===== src/rtl/uart_rx_if.sv =====
// Receive-side bundle for uart_rx: serial line in, byte/valid/error pulses out.
// slave  = the receiver itself; master = whoever drives the line and consumes bytes.
interface uart_rx_if;
  logic       rx;
  logic [7:0] rx_data;
  logic       rx_valid;
  logic       frame_err;
  logic       parity_err;
  logic       rx_busy;

  modport master (
    output rx,
    input  rx_data, rx_valid, frame_err, parity_err, rx_busy
  );

  modport slave (
    input  rx,
    output rx_data, rx_valid, frame_err, parity_err, rx_busy
  );
endinterface


===== src/rtl/uart_rx.sv =====
// uart_rx: 8N1 UART receiver on sys_clk_100M, byte presented with a one-cycle
// rx_valid pulse, stop-bit violations on frame_err.
// Optional build macro UART_RX_PARITY_EN adds a parity bit (8E1/8O1 via
// PARITY_ODD) and drives parity_err; without it parity_err is constant 0.
module uart_rx #(
  parameter int CLK_FREQ   = 100_000_000,
  parameter int BAUD_RATE  = 115200,
  parameter bit PARITY_ODD = 1'b0
) (
  input  logic     sys_clk_100M,
  input  logic     rst,
  uart_rx_if.slave bus
);

  localparam int          BAUD_DIV  = CLK_FREQ / BAUD_RATE;
  localparam int          HALF_DIV  = BAUD_DIV / 2;
  localparam logic [15:0] BAUD_LAST = 16'(BAUD_DIV - 1);
  localparam logic [15:0] HALF_LAST = 16'(HALF_DIV - 1);

  typedef enum logic [2:0] {
    S_IDLE,
    S_START,
    S_DATA,
`ifdef UART_RX_PARITY_EN
    S_PARITY,
`endif
    S_STOP
  } state_t;

  state_t      state_q, state_d;
  logic        rx_s1_q, rx_s2_q, rx_s3_q;
  logic [15:0] baud_cnt_q;
  logic [2:0]  bit_cnt_q;
  logic [7:0]  shift_q;
  logic [7:0]  rx_data_q;
  logic        rx_valid_q, frame_err_q, parity_err_q;

  logic        fall_edge, baud_tick, half_tick;
  logic        valid_d, ferr_d, perr_d, busy;

  assign fall_edge = rx_s3_q & ~rx_s2_q;
  assign baud_tick = (baud_cnt_q == BAUD_LAST);
  assign half_tick = (baud_cnt_q == HALF_LAST);

`ifdef UART_RX_PARITY_EN
  logic parity_bit_q;
  logic parity_exp;
  // Even parity expects XOR of the data; odd parity expects its complement.
  assign parity_exp = PARITY_ODD ? ~(^shift_q) : (^shift_q);
`else
  logic unused_parity_cfg;
  assign unused_parity_cfg = PARITY_ODD;
`endif

  // Two-flop synchroniser plus a third flop purely for falling-edge detection.
  always_ff @(posedge sys_clk_100M) begin
    if (rst) begin
      rx_s1_q <= 1'b1;
      rx_s2_q <= 1'b1;
      rx_s3_q <= 1'b1;
    end else begin
      rx_s1_q <= bus.rx;
      rx_s2_q <= rx_s1_q;
      rx_s3_q <= rx_s2_q;
    end
  end

  // FSM state register.
  always_ff @(posedge sys_clk_100M) begin
    if (rst) state_q <= S_IDLE;
    else     state_q <= state_d;
  end

  // FSM next-state: start validation at half bit, then one sample per bit centre.
  always_comb begin
    state_d = state_q;
    case (state_q)
      S_IDLE:  if (fall_edge) state_d = S_START;
      S_START: if (half_tick) state_d = rx_s2_q ? S_IDLE : S_DATA;
      S_DATA: begin
        if (baud_tick && (bit_cnt_q == 3'd7)) begin
`ifdef UART_RX_PARITY_EN
          state_d = S_PARITY;
`else
          state_d = S_STOP;
`endif
        end
      end
`ifdef UART_RX_PARITY_EN
      S_PARITY: if (baud_tick) state_d = S_STOP;
`endif
      S_STOP:  if (baud_tick) state_d = S_IDLE;
      default: state_d = S_IDLE;
    endcase
  end

  // FSM outputs: the stop-bit-centre decision and the busy flag.
  always_comb begin
    valid_d = 1'b0;
    ferr_d  = 1'b0;
    perr_d  = 1'b0;
    busy    = (state_q != S_IDLE);
    if ((state_q == S_STOP) && baud_tick) begin
`ifdef UART_RX_PARITY_EN
      perr_d = (parity_bit_q != parity_exp);
`endif
      ferr_d  = ~rx_s2_q;
      valid_d = rx_s2_q & ~perr_d;
    end
  end

  // Bit timing, bit counting and the receive shift register.
  always_ff @(posedge sys_clk_100M) begin
    if (rst) begin
      baud_cnt_q <= 16'd0;
      bit_cnt_q  <= 3'd0;
      shift_q    <= 8'h00;
`ifdef UART_RX_PARITY_EN
      parity_bit_q <= 1'b0;
`endif
    end else begin
      if ((state_d != state_q) || (state_q == S_IDLE) || baud_tick) baud_cnt_q <= 16'd0;
      else                                                         baud_cnt_q <= baud_cnt_q + 16'd1;

      if (state_q == S_START) bit_cnt_q <= 3'd0;
      else if ((state_q == S_DATA) && baud_tick) bit_cnt_q <= bit_cnt_q + 3'd1;

      // LSB arrives first, so shifting right leaves bit 0 in shift_q[0].
      if ((state_q == S_DATA) && baud_tick) shift_q <= {rx_s2_q, shift_q[7:1]};
`ifdef UART_RX_PARITY_EN
      if ((state_q == S_PARITY) && baud_tick) parity_bit_q <= rx_s2_q;
`endif
    end
  end

  // Output byte register and the one-cycle result pulses.
  always_ff @(posedge sys_clk_100M) begin
    if (rst) begin
      rx_data_q    <= 8'h00;
      rx_valid_q   <= 1'b0;
      frame_err_q  <= 1'b0;
      parity_err_q <= 1'b0;
    end else begin
      rx_valid_q   <= valid_d;
      frame_err_q  <= ferr_d;
      parity_err_q <= perr_d;
      if (valid_d) rx_data_q <= shift_q;
    end
  end

  assign bus.rx_data    = rx_data_q;
  assign bus.rx_valid   = rx_valid_q;
  assign bus.frame_err  = frame_err_q;
  assign bus.parity_err = parity_err_q;
  assign bus.rx_busy    = busy;

endmodule


===== src/flat_wrapper.sv =====
// flat-port wrapper written by rule: the top's interface ports become plain ports
module uart_rx_flat 
#(
  parameter int CLK_FREQ   = 100_000_000,
  parameter int BAUD_RATE  = 115200,
  parameter bit PARITY_ODD = 1'b0
)
  (sys_clk_100M, rst, bus_rx, bus_rx_data, bus_rx_valid, bus_frame_err, bus_parity_err, bus_rx_busy);
  uart_rx_if bus_i ();
  input  logic sys_clk_100M;
  input  logic rst;
  input wire logic [$bits(bus_i.rx)-1:0] bus_rx;
  output wire logic [$bits(bus_i.rx_data)-1:0] bus_rx_data;
  output wire logic [$bits(bus_i.rx_valid)-1:0] bus_rx_valid;
  output wire logic [$bits(bus_i.frame_err)-1:0] bus_frame_err;
  output wire logic [$bits(bus_i.parity_err)-1:0] bus_parity_err;
  output wire logic [$bits(bus_i.rx_busy)-1:0] bus_rx_busy;
  assign bus_i.rx = bus_rx;
  assign bus_rx_data = bus_i.rx_data;
  assign bus_rx_valid = bus_i.rx_valid;
  assign bus_frame_err = bus_i.frame_err;
  assign bus_parity_err = bus_i.parity_err;
  assign bus_rx_busy = bus_i.rx_busy;
  uart_rx #(.CLK_FREQ(CLK_FREQ), .BAUD_RATE(BAUD_RATE), .PARITY_ODD(PARITY_ODD)) u_core (.sys_clk_100M(sys_clk_100M), .rst(rst), .bus(bus_i));
endmodule

===== config.mk =====
export PLATFORM = sky130hd
export DESIGN_NAME = uart_rx_flat
export DESIGN_NICKNAME = d
export VERILOG_FILES = /design/src/rtl/uart_rx_if.sv /design/src/rtl/uart_rx.sv /design/src/flat_wrapper.sv
export SDC_FILE = /design/constraint.sdc
export NUM_CORES = 1
export LEC_CHECK = 0
export CAP_MARGIN = 30
export CELL_PAD_IN_SITES_DETAIL_PLACEMENT = 0
export CELL_PAD_IN_SITES_GLOBAL_PLACEMENT = 1
export CORE_MARGIN = 3
export CORE_UTILIZATION = 48
export DETAILED_ROUTE_END_ITERATION = 10
export PLACE_DENSITY_LB_ADDON = 0.1
export SKIP_LAST_GASP = 1
export SLEW_MARGIN = 20
export SYNTH_ARGS = -nofsm -noshare
export SYNTH_HDL_FRONTEND = slang
export SYNTH_SLANG_ARGS = --single-unit

===== constraint.sdc =====
create_clock -name sys_clk_100M -period 5.9 [get_ports sys_clk_100M]
set_input_delay 1.18 -clock sys_clk_100M [delete_from_list [all_inputs] [get_ports sys_clk_100M]]
set_output_delay 1.18 -clock sys_clk_100M [all_outputs]
set_load 0.1 [all_outputs]

Word level (Yosys, flattened, before mapping)
Index checks and enable logic that the tools add are counted.
{"block": "word_totals", "reg_bits": 43, "output_inout_bits": 12, "word_cells": 39}
{"block": "op_classes", "add_sub_neg": 2, "eq_ne": 7, "n_mux": 7, "bitwise": 3, "n_reduce_logical": 10}
{"op": "adder 16 x 1 -> 16 bit (second input constant)", "n": 1}
{"op": "== test 16 x 10 -> 1 bit (second input constant)", "n": 1}
{"op": "== test 16 x 9 -> 1 bit (second input constant)", "n": 1}
{"op": "2-to-1 mux 3 bit", "n": 4}
{"op": "case mux 3 bit (4 select lines)", "n": 1}
{"op": "== test 3 x 2 -> 1 bit (second input constant)", "n": 2}
{"op": "OR reduction 2 bit", "n": 3}
{"op": "adder 3 x 1 -> 3 bit (second input constant)", "n": 1}
{"op": "== test 3 x 1 -> 1 bit (second input constant)", "n": 1}
{"op": "== test 3 bit (second input constant)", "n": 1}
{"op": "logical AND 1 bit", "n": 3}
{"op": "zero test 3 bit", "n": 1}
{"op": "!= test 3 bit", "n": 1}
{"op": "nonzero test 3 bit", "n": 1}
{"op": "logical OR 1 bit", "n": 2}
{"op": "2-to-1 mux 2 bit", "n": 1}
{"op": "inverter 1 bit", "n": 2}
{"op": "AND 1 bit", "n": 1}
{"op": "2-to-1 mux 1 bit", "n": 1}

Depth between registers and ports, before layout
{"block": "logic_depth", "word_depth": 8, "depth_mapped": 7, "depth_no_buf": 6}

Worst setup path after synthesis
OpenSTA, ideal clock, no wires.
{"block": "synth_path", "kind": "flip-flop to output port", "from": "register u_core.state_q[0]", "to": "output port bus_rx_busy", "arrival_ps": 1218, "required_ps": 4720, "setup_slack_ps": 3502, "stages_incl_launch_ff": 4, "cell_sequence": "dfxtp_1 -> clkbuf_1 -> nor3_1 -> inv_1"}
{"block": "synth_between", "elab_chain_cells": 1}
{"item": "start: declaration", "line_no": "uart_rx.sv:30", "source": "state_t state_q, state_d;"}
{"item": "start signal: assignment", "line_no": "uart_rx.sv:71", "source": "else state_q <= state_d;"}
{"item": "nonzero test 3 bit", "line_no": "uart_rx.sv:102", "source": "busy = (state_q != S_IDLE);"}
{"item": "end: declaration", "line_no": "flat_wrapper.sv:17", "source": "output wire logic [$bits(bus_i.rx_busy)-1:0] bus_rx_busy;"}
Every way passes these cells.

Worst setup path after layout
Same ends and word-level chain as after synthesis.

==> summary.txt <==
Placed design
  – Area after DPL: 2100 um2
  – Final Wtd Congestion: 0.784
  – Detailed Place HPWL: 2600 um
  – Worst slack at placement: 2.64 ns
  – PortBufs: 13

Critical path
  – Flop2flop setup slack: 3.29 ns
  – Max incr delay on CP: 1.12 ns
  – Critical Path, Cell by Cell: nor3_1, inv_1, clkdlybuf4s50_1
  – WP data required: 4.72 ns
  – Arr. time, crit path: 2.10 ns
  – Worst-path fanout max: 10
  – Critical path's slowest cell: clkdlybuf4s50_1
  – CP Launch Type: flop
  – Worst setup path class: flop to primary output
  – CP endpoint kind: primary output

Timing
  – Setup skew after layout: 0.00623 ns
  – RSZ-0062 raised after global routing: no
  – Setup ws final: 2.62 ns
  – Pins over their slew limit: 0
  – Setup TNS: 0 ns
  – Final setup viols: 0
  – Period minus WS final: 3.28 ns
  – Actual slew at the worst max-slew pin: 0.972 ns
  – Hold Fails Final Rpt: 0
  – Final cycle utilization of the critical path: 55.6%
  – Fmax: 305 MHz
  – Worst hold margin: 0.433 ns
  – Relative slew slack: 35.0%

GRT
  – Total grt overflow: 0
  – First-pass GRT wire length: 6460 um
  – Vias in the first global route: 1398
  – Largest net degree at the start of global routing: 27
  – Initial antenna violation count: 0
  – GRT Util Overall: 16.5%

Layout
  – Commonest cells after routing, fill and taps aside: dfxtp_1, nand3_1, nand2_1, clkdlybuf4s50_1, mux2i_1
  – Nets@finish: 224
  – Synthesis-to-layout area growth: 12.2%
  – Most common cell after layout, fill and taps aside: dfxtp_1
  – Filler instances: 338
  – Layout cell share with drive strength beyond 1: 13.8%
  – Util after Layout: 58.1%
  – Post-route cell area: 2210 um2
  – Ant diodes: 0

Logic synthesis
  – Post-synth EDFFs: 0
  – Cells after synthesis: 207
  – Ys flop type: dfxtp_1
  – Syn Area/Cell: 9.50 um2
  – FFs w/ async S/R, synth: 0%
  – Yosys warning count: 0
  – Yosys reg bits: 43
  – Synth Cell Area: 1970 um2
  – Seq/Total Area, Yosys: 43.8%
  – Netlist cell types: 41

Pwr
  – Logic gate share of total power: 4.0%
  – PwrDens: 229 nW/um2
  – Maximum vdd drop: 0.147 mV
  – P_sw: 0.122 mW
  – Sw frac: 24.2%
  – Sequential power share: 58.2%
  – Clock network fraction of design power: 37.8%
  – Pleak: 0.773 nW
  – Int Power: 0.382 mW

Floorplanning
  – Die Wd: 70.0 um
  – Die height: 70.0 um
  – Row count: 22
  – Core Region: 3800 um2
  – Initial Util: 51.8%
  – Area of the die: 4900 um2
  – Boundary pin count: 15

Flow run
  – Max Cap Violations: 0

CTS
  – Post-CTS setup buffer count: 0
  – H-tree Lvls: 2
  – Clock sinks: 43
  – Clock Path Buffers: 2
  – Num CTS Buffers: 5
  – Post-CTS Hold Fix Bufs: 0
  – Clk Latency, worst-skew pair: 0.30 ns
  – CTS tree: done
  – Register clock-pin slew on the reported worst setup and hold paths: 0.09 ns
  – Root buffer cell: clkbuf_8
  – # resized after CTS: 0

Detailed routing
  – DRT Wirelength: 3770 um
  – DR DRC count: 0
  – WL/cell: 14.2 um
  – Initial DRC count: 51
  – Routed vias: 1501
  – Final antenna-violating net count: 0
  – Initial DRT Pass Iterations: 4
  – Via/cell ratio: 5.64

Min path
  – HP Class: flop to flop

Run status
  – Status: completed
==> stage by stage <==
stage,std cells,power [mW]
CTS,265,0.512
global placement,257,0.320
detailed placement,257,0.320
global route,266,0.527
floorplan,208,0.317
finish,266,0.505
==> cells by family (layout without fill, tap and decap cells) <==
kind of cell | count (synthesis) | count (layout) | synth area share, %
muxes | 11 | 11 | 5.60
adders and majority gates | 4 | 4 | 2.54
other | 1 | 2 | 0.191
AOI/OAI and AO/OA | 28 | 28 | 9.29
and+or+nand+nor | 93 | 93 | 29.8
DFF | 43 | 43 | 43.8
buffers and inverters | 16 | 26 | 3.88
xor gates and xnor gates | 11 | 11 | 4.90
==> cells in the mapped netlist (all sizes together) (2+ instances only) <==
library cell / number / area share [%]
a211oi: 3 / 1.1
a21oi: 10 / 2.7
and3: 4 / 1.3
buf: 4 / 1.5
clkbuf: 9 / 1.8
dfxtp: 43 / 44
ha: 4 / 2.5
inv: 3 / 0.57
mux2i: 11 / 5.6
nand2: 13 / 2.5
nand2b: 10 / 3.2
nand3: 16 / 4.1
nand3b: 2 / 0.76
nand4: 4 / 1.3
nand4b: 2 / 0.89
nor2: 3 / 0.57
nor3: 17 / 6.9
nor4: 3 / 0.95
o21ai: 10 / 2.5
or2: 4 / 1.3
or3: 5 / 1.6
or4: 5 / 2.5
xnor2: 5 / 2.2
xor2: 6 / 2.7
==> path summary, 6_finish.rpt <==
check / cells past startpoint / startpoint / to
hold reg to reg: 1 / u_core.rx_s1_q / u_core.rx_s2_q
setup / recovery: 3 / u_core.state_q[0] / bus_rx_busy
hold / removal: 1 / u_core.rx_s1_q / u_core.rx_s2_q
setup reg to reg: 5 / u_core.baud_cnt_q[0] / u_core.baud_cnt_q[3]
==> power by group through the flow <==
stage	Combinational [mW]	Sequential, mW	Clock, mW
after global routing	0.0216	0.294	0.211
after floorplan	0.0172	0.300	0
after detailed placement	0.0199	0.301	0
final	0.0202	0.294	0.191
after global placement	0.0194	0.300	0
after CTS	0.0198	0.294	0.198
==> final cells by class <==
type	instances	area [um2]	share of cell area (%)
inverters	3	11.3	0.510
clock inverters	3	23.8	1.08
repair buffers	15	149	6.75
clock buffers	5	68.8	3.12
flip-flops and latches	43	861	39.0
multi-input cells	149	1030	46.8
well taps	48	60.1	2.72
==> state kept, by name, summed over array words and instances (netlist names) <==
| register | flops |
|---|---|
| u_core.bus.rx_valid | 1 |
| u_core.bus.rx_data | 8 |
| u_core.state_q | 3 |
| u_core.rx_s3_q | 1 |
| u_core.bit_cnt_q | 3 |
| u_core.rx_s2_q | 1 |
| u_core.baud_cnt_q | 16 |
| u_core.rx_s1_q | 1 |
| u_core.bus.frame_err | 1 |
| u_core.shift_q | 8 |
==> metal layers <==
metal | vias up | track usage (%) | wire length [um]
met5 | - | 0 | 0
met4 | 0 | 6.38 | 29
met3 | 4 | 5.61 | 148
met2 | 24 | 27.4 | 1860
met1 | 715 | 19.7 | 1730
li1 | 758 | - | -
==> worst max-delay path, delay by kind of cell, from the launching register on <==
family                 cells  cell delay (ns)
buffers and inverters      2             1.19
DFF                        1             0.48
and+or+nand+nor            1             0.13
Note: power is estimated with default switching activity, not from simulation.
